**config.mk**
```make
export PLATFORM = sky130hd
export DESIGN_NAME = jt49_decim_flat
export DESIGN_NICKNAME = d
export VERILOG_FILES = /design/src/rtl/jt49_pkg.sv /design/src/rtl/jt49_decim_if.sv /design/src/rtl/jt49_decim_fifo.sv /design/src/rtl/jt49_decim.sv /design/src/flat_wrapper.sv
export SDC_FILE = /design/constraint.sdc
export NUM_CORES = 1
export LEC_CHECK = 0
export CORE_MARGIN = 2
export CORE_UTILIZATION = 60
export DETAILED_ROUTE_END_ITERATION = 8
export HOLD_SLACK_MARGIN = 0.02
export PLACE_DENSITY = 0.89
export SKIP_CTS_REPAIR_TIMING = 1
export SLEW_MARGIN = 25
export SYNTH_ARGS = -nofsm -noshare
export SYNTH_HDL_FRONTEND = slang
export SYNTH_HIERARCHICAL = 1
export SYNTH_SLANG_ARGS = --single-unit
```
**constraint.sdc**
```tcl
create_clock -name clk -period 6.6 [get_ports clk]
set_clock_uncertainty 0.05 [all_clocks]
set_input_delay 0.66 -clock clk [delete_from_list [all_inputs] [get_ports clk]]
set_output_delay 0.66 -clock clk [all_outputs]
set_load 0.005 [all_outputs]
```
**src/rtl/jt49_pkg.sv**
```systemverilog
// Shared constants and helpers for the jt49 decimator: gain width and saturation limits.
package jt49_pkg;

    localparam int GAIN_W   = 2;
    localparam int GAIN_MAX = (1 << GAIN_W) - 1;

    typedef logic [GAIN_W-1:0] gain_t;

    function automatic longint sat_hi(input int w);
        return (longint'(1) <<< (w - 1)) - 1;
    endfunction

    function automatic longint sat_lo(input int w);
        return -(longint'(1) <<< (w - 1));
    endfunction

endpackage

```
**src/rtl/jt49_decim_if.sv**
```systemverilog
// Output stream of the decimator: FIFO head sample with valid/ready handshake.
interface jt49_decim_if #(
    parameter int dw = 8
);
    logic signed [dw-1:0] dout;
    logic                 dout_valid;
    logic                 dout_ready;

    modport master (output dout, output dout_valid, input  dout_ready);
    modport slave  (input  dout, input  dout_valid, output dout_ready);
endinterface

```
**src/rtl/jt49_decim_fifo.sv**
```systemverilog
// Synchronous first-word-fall-through FIFO; a push into a full FIFO without a pop is dropped.
module jt49_decim_fifo #(
    parameter int dw = 8,
    parameter int aw = 2
) (
    input  logic          clk,
    input  logic          rst,
    input  logic          push,
    input  logic [dw-1:0] din,
    input  logic          pop,
    output logic [dw-1:0] dout,
    output logic          empty,
    output logic          full,
    output logic          drop
);
    localparam int DEPTH = 1 << aw;

    logic [dw-1:0] mem_q [DEPTH];
    logic [aw-1:0] wr_q, wr_d;
    logic [aw-1:0] rd_q, rd_d;
    logic [aw:0]   cnt_q, cnt_d;
    logic          do_push, do_pop;

    assign empty   = (cnt_q == '0);
    assign full    = (cnt_q == (aw+1)'(DEPTH));
    assign do_pop  = pop & ~empty;
    // When full, a simultaneous pop frees the slot the write lands in.
    assign do_push = push & (~full | do_pop);
    assign drop    = push & full & ~do_pop;
    assign dout    = empty ? '0 : mem_q[rd_q];

    always_comb begin
        wr_d  = wr_q;
        rd_d  = rd_q;
        cnt_d = cnt_q;
        if (do_push) wr_d = wr_q + 1'b1;
        if (do_pop)  rd_d = rd_q + 1'b1;
        if (do_push && !do_pop)      cnt_d = cnt_q + 1'b1;
        else if (!do_push && do_pop) cnt_d = cnt_q - 1'b1;
    end

    always_ff @(posedge clk) begin
        if (rst) begin
            wr_q  <= '0;
            rd_q  <= '0;
            cnt_q <= '0;
        end else begin
            wr_q  <= wr_d;
            rd_q  <= rd_d;
            cnt_q <= cnt_d;
        end
    end

    always_ff @(posedge clk) begin
        if (do_push) mem_q[wr_q] <= din;
    end

endmodule

```
**src/rtl/jt49_decim.sv**
```systemverilog
// Decimator: every dec-th cen captures the gained, saturated sample and queues it in a FIFO.
module jt49_decim
    import jt49_pkg::*;
#(
    parameter int dw      = 8,
    parameter int dec     = 32,
    parameter int fifo_aw = 2
) (
    input  logic                 clk,
    input  logic                 rst,
    input  logic                 cen,
    input  logic signed [dw-1:0] din,
    input  gain_t                gain,
    output logic                 ovf,
    jt49_decim_if.master         dout_if
);
    localparam int CW = (dec > 1) ? $clog2(dec) : 1;
    localparam int WW = dw + GAIN_MAX;
    localparam logic signed [WW-1:0] SAT_HI = WW'(sat_hi(dw));
    localparam logic signed [WW-1:0] SAT_LO = WW'(sat_lo(dw));

    logic [CW-1:0]        cnt_q, cnt_d;
    logic signed [dw-1:0] stg_q, stg_d;
    logic                 stg_vld_q, stg_vld_d;
    logic                 ovf_q, ovf_d;
    logic                 tick;
    logic signed [WW-1:0] din_ext, shifted;
    logic signed [dw-1:0] sat;
    logic [dw-1:0]        fifo_dout;
    logic                 fifo_empty, fifo_full, fifo_drop;

    assign tick = cen && (cnt_q == CW'(dec - 1));

    // Extra GAIN_MAX headroom bits make the shift lossless before clamping.
    always_comb begin
        din_ext = {{GAIN_MAX{din[dw-1]}}, din};
        shifted = din_ext <<< gain;
        if (shifted > SAT_HI)      sat = SAT_HI[dw-1:0];
        else if (shifted < SAT_LO) sat = SAT_LO[dw-1:0];
        else                       sat = shifted[dw-1:0];
    end

    always_comb begin
        cnt_d     = cnt_q;
        stg_d     = stg_q;
        stg_vld_d = tick;
        ovf_d     = ovf_q | (fifo_drop & fifo_full);
        if (cen) cnt_d = tick ? '0 : cnt_q + 1'b1;
        if (tick) stg_d = sat;
    end

    always_ff @(posedge clk) begin
        if (rst) begin
            cnt_q     <= '0;
            stg_q     <= '0;
            stg_vld_q <= 1'b0;
            ovf_q     <= 1'b0;
        end else begin
            cnt_q     <= cnt_d;
            stg_q     <= stg_d;
            stg_vld_q <= stg_vld_d;
            ovf_q     <= ovf_d;
        end
    end

    jt49_decim_fifo #(
        .dw (dw),
        .aw (fifo_aw)
    ) u_fifo (
        .clk   (clk),
        .rst   (rst),
        .push  (stg_vld_q),
        .din   (stg_q),
        .pop   (dout_if.dout_ready),
        .dout  (fifo_dout),
        .empty (fifo_empty),
        .full  (fifo_full),
        .drop  (fifo_drop)
    );

    assign dout_if.dout       = fifo_dout;
    assign dout_if.dout_valid = ~fifo_empty;
    assign ovf                = ovf_q;

endmodule

```
**src/flat_wrapper.sv**
```systemverilog
// flat-port wrapper written by rule: the top's interface ports become plain ports
module jt49_decim_flat import jt49_pkg::*;
#(
    parameter int dw      = 8,
    parameter int dec     = 32,
    parameter int fifo_aw = 2
)
  (clk, rst, cen, din, gain, ovf, dout_if_dout, dout_if_dout_valid, dout_if_dout_ready);
  jt49_decim_if #(.dw(dw)) dout_if_i ();
  input  logic clk;
  input  logic rst;
  input  logic cen;
  input  logic signed [dw-1:0] din;
  input  gain_t gain;
  output logic ovf;
  output wire logic [$bits(dout_if_i.dout)-1:0] dout_if_dout;
  output wire logic [$bits(dout_if_i.dout_valid)-1:0] dout_if_dout_valid;
  input wire logic [$bits(dout_if_i.dout_ready)-1:0] dout_if_dout_ready;
  assign dout_if_dout = dout_if_i.dout;
  assign dout_if_dout_valid = dout_if_i.dout_valid;
  assign dout_if_i.dout_ready = dout_if_dout_ready;
  jt49_decim #(.dw(dw), .dec(dec), .fifo_aw(fifo_aw)) u_core (.clk(clk), .rst(rst), .cen(cen), .din(din), .gain(gain), .ovf(ovf), .dout_if(dout_if_i));
endmodule
```
Word-level counts from Yosys, hierarchy flattened
Memory sizes are Yosys's and may differ from the RTL's. A register that Yosys moved wholly into a read port is not among the register bits.
Index checks and enable logic that the tools add are counted.
{"block": "classes", "magnitude_cmp": 2, "muxes": 10, "eq_ne": 2, "shifts": 1, "n_reduce_logical": 7, "addsub": 5, "n_bitwise": 10}
{"cell": "$mux 8", "count": 3}
{"cell": "$gt 11x8->1 const B", "count": 1}
{"cell": "$lt 11x8->1 const B", "count": 1}
{"cell": "$sshl 8x2->11", "count": 1}
{"cell": "$mux 3", "count": 2}
{"cell": "$add 5x1->5 const B", "count": 1}
{"cell": "$and 1x1->1", "count": 5}
{"cell": "$eq 5x5->1 const B", "count": 1}
{"cell": "$mux 5", "count": 1}
{"cell": "$add 2x1->2 const B", "count": 2}
{"cell": "$mux 2", "count": 2}
{"cell": "$add 3x1->3 const B", "count": 1}
{"cell": "$eq 3x3->1 const B", "count": 1}
{"cell": "$logic_and 1x1->1", "count": 3}
{"cell": "$logic_not 3->1", "count": 1}
{"cell": "$not 1->1", "count": 3}
{"cell": "$sub 3x1->3 const B", "count": 1}
{"cell": "$logic_not 1->1", "count": 2}
{"cell": "$mux 1", "count": 2}
{"cell": "$or 1x1->1", "count": 2}
{"cell": "$reduce_bool 2->1", "count": 1}
{"block": "word_totals", "memories": 1, "wordCells": 45, "out_inout_bits": 10, "ff_bits": 22, "input_bits": 14, "mem_bits_rw": 32}
{"memory": "u_core.u_fifo.mem_q", "words": 4, "width": 8, "rd": 1, "rd_clocked_by_memory_dff": 1, "wr": 1, "line": "jt49_decim_fifo.sv:18", "source": "logic [dw-1:0] mem_q [DEPTH];"}

Longest topological paths before layout
Gate-level depths: netlist of run 1.
{"block": "depth", "depth_word": 9, "depth_mapped": 8, "depth_no_buf": 8}

Modules after synthesis
The synthesis of run 1 kept the hierarchy.
{"module": "jt49_decim_fifo", "seq_area_each_um2": 1141.1, "n_inst": 1, "area_each_um2": 1696.6, "cells_each": 101}
{"module": "jt49_decim", "seq_area_each_um2": 300.3, "n_inst": 1, "area_each_um2": 814.5, "cells_each": 90}

Worst setup path after synthesis of run 1
Ideal clock, no wire load.
{"block": "synth_path", "path_kind": "input -> register", "from": "in dout_if_dout_ready", "to": "reg u_core.u_fifo.cnt_q[2]", "path_stages": 7, "path_buffers": 0, "required_ps": 6480, "setup_slack_ps": 4415, "setup_ps": 70, "t_arrival_ps": 2065, "path_cell_list": "o31ai_1 -> ha_1 -> inv_1 -> fa_1 -> xor2_1 -> or3_2 -> a21oi_1"}
{"block": "synth_via", "elab_chain_cells": 6, "word_cells_on_any_way": 9}
{"item": "start: declaration", "line": "flat_wrapper.sv:18", "source": "input wire logic [$bits(dout_if_i.dout_ready)-1:0] dout_if_dout_ready;"}
{"item": "$and 1x1->1 *", "line": "jt49_decim_fifo.sv:26", "source": "assign do_pop = pop & ~empty;"}
{"item": "$or 1x1->1", "line": "jt49_decim_fifo.sv:28", "source": "assign do_push = push & (~full | do_pop);"}
{"item": "$and 1x1->1", "line": "jt49_decim_fifo.sv:28"}
{"item": "$logic_not 1->1", "line": "jt49_decim_fifo.sv:39", "source": "else if (!do_push && do_pop) cnt_d = cnt_q - 1'b1;"}
{"item": "$logic_and 1x1->1", "line": "jt49_decim_fifo.sv:39"}
{"item": "$reduce_bool 2->1 (no source line)"}
{"item": "end signal: assignment", "line": "jt49_decim_fifo.sv:50", "source": "cnt_q <= cnt_d;"}
{"item": "end: declaration", "line": "jt49_decim_fifo.sv:21", "source": "logic [aw:0] cnt_q, cnt_d;"}
Mark *: on every way between the ends. The rest lies on a longest branch, timed or not.
A chain may end at the register's enable or synchronous reset.

==> results_dict.tcl, run 1 <==
set metrics [dict create \
    synth_edf_count 32 \
    worstPathArrival_ns 2.16 \
    syn-instance-count 191 \
    core_area_um2 4000 \
    p_leak_nw 1.08 \
    cts_buffer_depth 2 \
    synth_async_sr_flop_share_pct 0 \
    grt_max_degree 26 \
    finalWeightedCongestion 0.789 \
    avgSynthCellArea_um2 13.1 \
    cts-root-buf "clkbuf_8" \
    dp_slack_ns 3.68 \
    post-synth-top-area-fraction_pct 38.3 \
    start_util_pct 62.8 \
    fin_util_pct 71.6 \
    timing.final.hold_violations 0 \
    tns_ns 0 \
    start_kind "register" \
    period_share_pct 43.5 \
    drc_errors 0 \
    layout_min_cycle_time_ns 2.87 \
    cap_violations 0 \
    ys_types 41 \
    fillers 266 \
    finalWirelength_mm 4.25 \
    status "finished, final reports clean" \
    clkSlewWorstSetupHoldPaths_ns 0.09 \
    worstMarginPinSlew_ns 0.836 \
    power_density_nw_per_um2 213 \
    crit_fanout 8 \
    drt_iter0_drc 120 \
    synth-seq-cells 56 \
    wl_per_cell_um 16.2 \
    ys.flop_type "edfxtp_1" \
    dieArea_um2 4720 \
    synth_largest_area_cell "edfxtp_1" \
    stdcell_area_um2 2870 \
    fin_nets 233 \
    yosysSeqAreaShare_pct 57.4 \
    num_antenna_cells 0 \
    cp-end-kind "primary output" \
    cts_buffers 5 \
    num_vias 1499 \
    grt-ovfl-total 0 \
    max-slew-margin-rel_pct 44.1 \
    grt_setup_unrepaired "no" \
    port_buffers 23 \
    finalMaxSlewViolations 0 \
    syn-num-nets 213 \
    fin_ws_ns 3.73 \
    area_delta_synth_final_pct 14.1 \
    antenna_found_initial 0 \
    place_area_um2 2750 \
    antenna_left 0 \
    netlist_area_um2 2510 \
    die_width_um 68.7 \
    synthTopCellsByArea "edfxtp_1 (38%), dfxtp_1 (19%), mux4_2 (7.2%)" \
    clk_latency_ns 0.31 \
    worstHoldPathType "register to register" \
    tritoncts "built" \
    setup_viol_count_final 0 \
    cts.sinks 56 \
    track_usage_pct 21.3 \
    ys_warn_count 6 \
    drive_gt1_share_pct 12.7 \
    die_h_um 68.7 \
    hold-worst-slack_ns 0.439 \
    firstDrtPassIters 4 \
    ios 24 \
    timing.fmax_mhz 348 \
    cp.required_ns 5.89 \
    vdd_drop_max_uv 165 \
    grt_pass1_vias 1490 \
    grt_pass1_wl_mm 7.01 \
    via_per_inst 5.72 \
    crit_type "register to primary output" \
    row_count 23 \
    dp_hpwl_mm 3.19 \
    htree_num_levels 2 \
]
[cells in the mapped netlist (2+ instances only)]
master     n
edfxtp_1  32
dfxtp_1   24
a21oi_1    7
mux4_2     8
and2_2     4
mux2i_1    9
xor2_1     4
nand2b_1   6
nor3_1     9
nand2_1    5
o21ai_0    4
nor2b_1    8
clkbuf_1   3
ha_1       7
inv_1      6
mux4_1     2
nor2_1    19
nand3b_1   2
buf_2      5
a31oi_1    6
[where the power goes]
| group | total (mW) | switching, mW | internal [mW] | leakage [nW] |
|---|---|---|---|---|
| Combinational | 0.0275 | 0.0131 | 0.0143 | 0.459 |
| Clock | 0.218 | 0.105 | 0.112 | 0.0541 |
| Sequential | 0.366 | 0.000965 | 0.366 | 0.566 |
[cell usage in the layout (no fill, tap or decap), drive strengths merged]
cell type / n
edfxtp: 32
dfxtp: 24
clkdlybuf4s50: 23
nor2: 20
mux4: 10
mux2i: 9
nor3: 9
nor2b: 8
a21oi: 7
ha: 7
inv: 6
nand2b: 6
a31oi: 6
clkbuf: 5
nand2: 5
and2: 5
o21ai: 4
xor2: 4
nand3b: 2
or3b: 2
mux2: 2
or3: 2
bufinv: 1
clkinvlp: 1
clkinv: 1
and3: 1
a21o: 1
o221ai: 1
o22ai: 1
a211oi: 1
nand4: 1
nor4bb: 1
o31ai: 1
o21a: 1
nor3b: 1
fa: 1
[registers in the layout (all words and copies together), names as in the netlist, named ones only]
register             flops
u_core/u_fifo/cnt_q      3
u_core/cnt_q             5
u_core/u_fifo/wr_q       2
u_core/u_fifo/rd_q       2
u_core/stg_q             8
u_core/u_fifo/mem_q     32
u_core/ovf               1
u_core/stg_vld_q         1
[worst max-delay path, cell delays in order (launching register included)]
cell	delay, ns
dfxtp_1	0.67
mux4_2	0.57
nor2b_1	0.14
clkdlybuf4s50_1	0.47
[area by class of cell]
type                            count  area, µm²  share of cell area [%]
Sequential cell                    56       1440                    50.3
Tap cell                           50       62.6                    2.18
Clock buffer                        5       68.8                    2.40
Inverter                            6       22.5                   0.786
Timing Repair Buffer               23        230                    8.03
Multi-Input combinational cell    119        997                    34.8
Clock inverter                      3       42.5                    1.48
[routing by layer]
layer  GRT usage (%)  wire length [µm]  part of all wire, %  up-vias
met2            38.2              2310                   54       35
met3            5.52               146                  3.4        5
met1            23.8              1720                   41      723
li1                -                 -                    -      736
met5               0                 0                    0        -
met4            9.31                66                  1.6        0
[worst paths after layout]
path | cells past startpoint | startpoint | slack, ns | end
setup reg to reg | 7 | u_core/u_fifo/cnt_q[1] | 4.24 | u_core/u_fifo/cnt_q[2]
hold / removal | 2 | u_core/cnt_q[4] | 0.44 | u_core/cnt_q[4]
setup / recovery | 3 | register | 3.73 | dout_if_dout[6]
hold reg to reg | 2 | u_core/cnt_q[4] | 0.44 | u_core/cnt_q[4]
[kinds of logic (layout without fill, tap and decap cells)]
group / Yosys count / count (layout) / share of synthesized area, %
DFF: 56 / 56 / 57.4
AOI/OAI and AO/OA: 23 / 23 / 6.03
adders and majority gates: 8 / 8 / 4.28
and+or+nand+nor: 63 / 63 / 13.9
xor gates and xnor gates: 4 / 4 / 1.39
buffers and inverters: 16 / 37 / 3.09
muxes: 21 / 21 / 13.9
[stage by stage]
step           power, mW  instances
2_1_floorplan      0.391        191
3_3_place_gp       0.400        254
3_5_place_dp       0.402        254
4_1_cts            0.615        262
5_1_grt            0.632        262
6_report           0.612        262
No activity file was read; power rests on OpenSTA's default activity.
==> run 2, diff against run 1 <==
CORE_UTILIZATION = 51   (was 60)
PLACE_DENSITY = 0.81   (was 0.89)
clock period = 2.59 ns   (was 6.6 ns; I/O delays follow)
==> run 2 against run 1 <==
Against the previous run: sequential share of layout area is 0.48 points lower; setup slack worse by 3.4 ns; largest cell class unchanged; critical path type is now register to register; first-iteration DRC count fell by 15%; largest power group unchanged; global-route usage shrank 5.6 points; clock-buffer cell count up 3; worst hold slack lost 0.0053 ns; sequential cell count unchanged; core utilization shrank 10 points.
==> results_dict.tcl, run 2 (synthesis gave the netlist of run 1 again) <==
set metrics [dict create \
    status "finished, final reports clean" \
    grt_pass1_vias 1387 \
    cap_violations 0 \
    start_kind "register" \
    crit_fanout 7 \
    num_vias 1479 \
    grt_max_degree 17 \
    grt_pass1_wl_mm 6.51 \
    port_buffers 23 \
    tritoncts "built" \
    power_density_nw_per_um2 515 \
    finalWirelength_mm 3.79 \
    fin_nets 236 \
    cts_buffers 5 \
    cp-end-kind "register" \
    reg.largest.list "u_core/u_fifo/mem_q (32), u_core/stg_q (8), u_core/cnt_q (5)" \
    die_h_um 74.2 \
    vdd_drop_max_uv 318 \
    area_delta_synth_final_pct 15.2 \
    timing.fmax_mhz 440 \
    track_usage_pct 15.7 \
    die_width_um 74.2 \
    timing.final.hold_violations 0 \
    cp.required_ns 2.76 \
    htree_num_levels 2 \
    final_cell_mix "edfxtp_1 (32), dfxtp_1 (24), clkdlybuf4s50_1 (23), nor2_1 (19)" \
    total_power_mw 1.49 \
    p_leak_nw 1.09 \
    largest_reg_flops 32 \
    drc_errors 0 \
    setup_viol_count_final 0 \
    num_antenna_cells 0 \
    wl_per_cell_um 13.4 \
    crit_type "register to register" \
    ios 24 \
    via_per_inst 5.24 \
    firstDrtPassIters 3 \
    worstPathArrival_ns 2.44 \
    dieArea_um2 5500 \
    drive_gt1_share_pct 13.0 \
    cts_buffer_depth 2 \
    row_count 25 \
    antenna_found_initial 0 \
    final_common_cell "edfxtp_1" \
    worstHoldPathType "register to register" \
    core_area_um2 4720 \
    worstMarginPinSlew_ns 0.476 \
    drt_iter0_drc 102 \
    finalWeightedCongestion 0.782 \
    dp_hpwl_mm 2.78 \
    cts.sinks 56 \
    largest_register "u_core/u_fifo/mem_q" \
    layout_min_cycle_time_ns 2.27 \
    grt_setup_unrepaired "no" \
    tns_ns 0 \
    antenna_left 0 \
    start_util_pct 53.2 \
    clkSlewWorstSetupHoldPaths_ns 0.09 \
    period_share_pct 87.8 \
    clk_latency_ns 0.29 \
    cts-root-buf "clkbuf_8" \
    max-slew-margin-rel_pct 68.2 \
    grt-ovfl-total 0 \
    finalMaxSlewViolations 0 \
]
run 2: changes by cell type in the layout (fill, tap and decap cells not counted), sizes merged:
cell | previous run | this run
clkinvlp | 1 | 0
clkbuf | 5 | 8
clkinv | 1 | 0
bufinv | 1 | 0
buf | 0 | 3
run 2: metal layers:
metal  global-route usage, %  part of all wire (%)
met1                    20.6                    47
met2                    26.7                    49
met3                    3.66                   2.9
met4                    3.64                   1.0
met5                       0                     0
run 2: where the power goes:
| part | switching, mW | total, mW | leakage, nW | internal, mW |
|---|---|---|---|---|
| clock network | 0.242 | 0.486 | 0.0515 | 0.244 |
| logic | 0.0328 | 0.0703 | 0.473 | 0.0375 |
| registers | 0.00235 | 0.934 | 0.566 | 0.931 |
run 2: cell type report:
| cell class | count | area, µm² |
|---|---|---|
| Multi-Input combinational cell | 119 | 992 |
| Timing Repair Buffer | 26 | 253 |
| Inverter | 6 | 22.5 |
| Fill cell | 365 | 1830 |
| Tap cell | 67 | 83.8 |
| Clock buffer | 8 | 100 |
| Sequential cell | 56 | 1440 |
run 2: path summary, 6_finish.rpt:
kind	startpoint	end	slack (ns)	cells after the start
min reg2reg	u_core/ovf	u_core/ovf	0.43	2
max	u_core/u_fifo/cnt_q[2]	u_core/u_fifo/cnt_q[2]	0.32	8
max reg2reg	u_core/u_fifo/cnt_q[2]	u_core/u_fifo/cnt_q[2]	0.32	8
min	u_core/ovf	u_core/ovf	0.43	2
run 2: critical path: stages (launching register included):
cell and delay, ns:
dfxtp_1 0.40, or3b_4 0.42, o21a_4 0.23, ha_1 0.22, inv_1 0.07, fa_1 0.17, xor2_1 0.08, or3_2 0.41
a21oi_1 0.14
run 2: metrics by stage:
step                      setup slack, ns  hold slack (ns)  std cells  util, %  area, µm²
after floorplan                     0.479            0.288        191        -       2510
after detailed placement           0.0927            0.418        274     59.1       2790
after global placement              0.184            0.403        274     59.1       2790
after global routing                0.213            0.472        282     61.2       2890
after CTS                           0.318            0.436        282     61.2       2890
final                               0.317            0.434        282     61.2       2890
==> run 3, diff against run 2 <==
CTS_CLUSTER_SIZE = 12   (was default)
==> results of run 3 <==
Same layout as run 2: the final DEF is identical, and so are final timing and power.
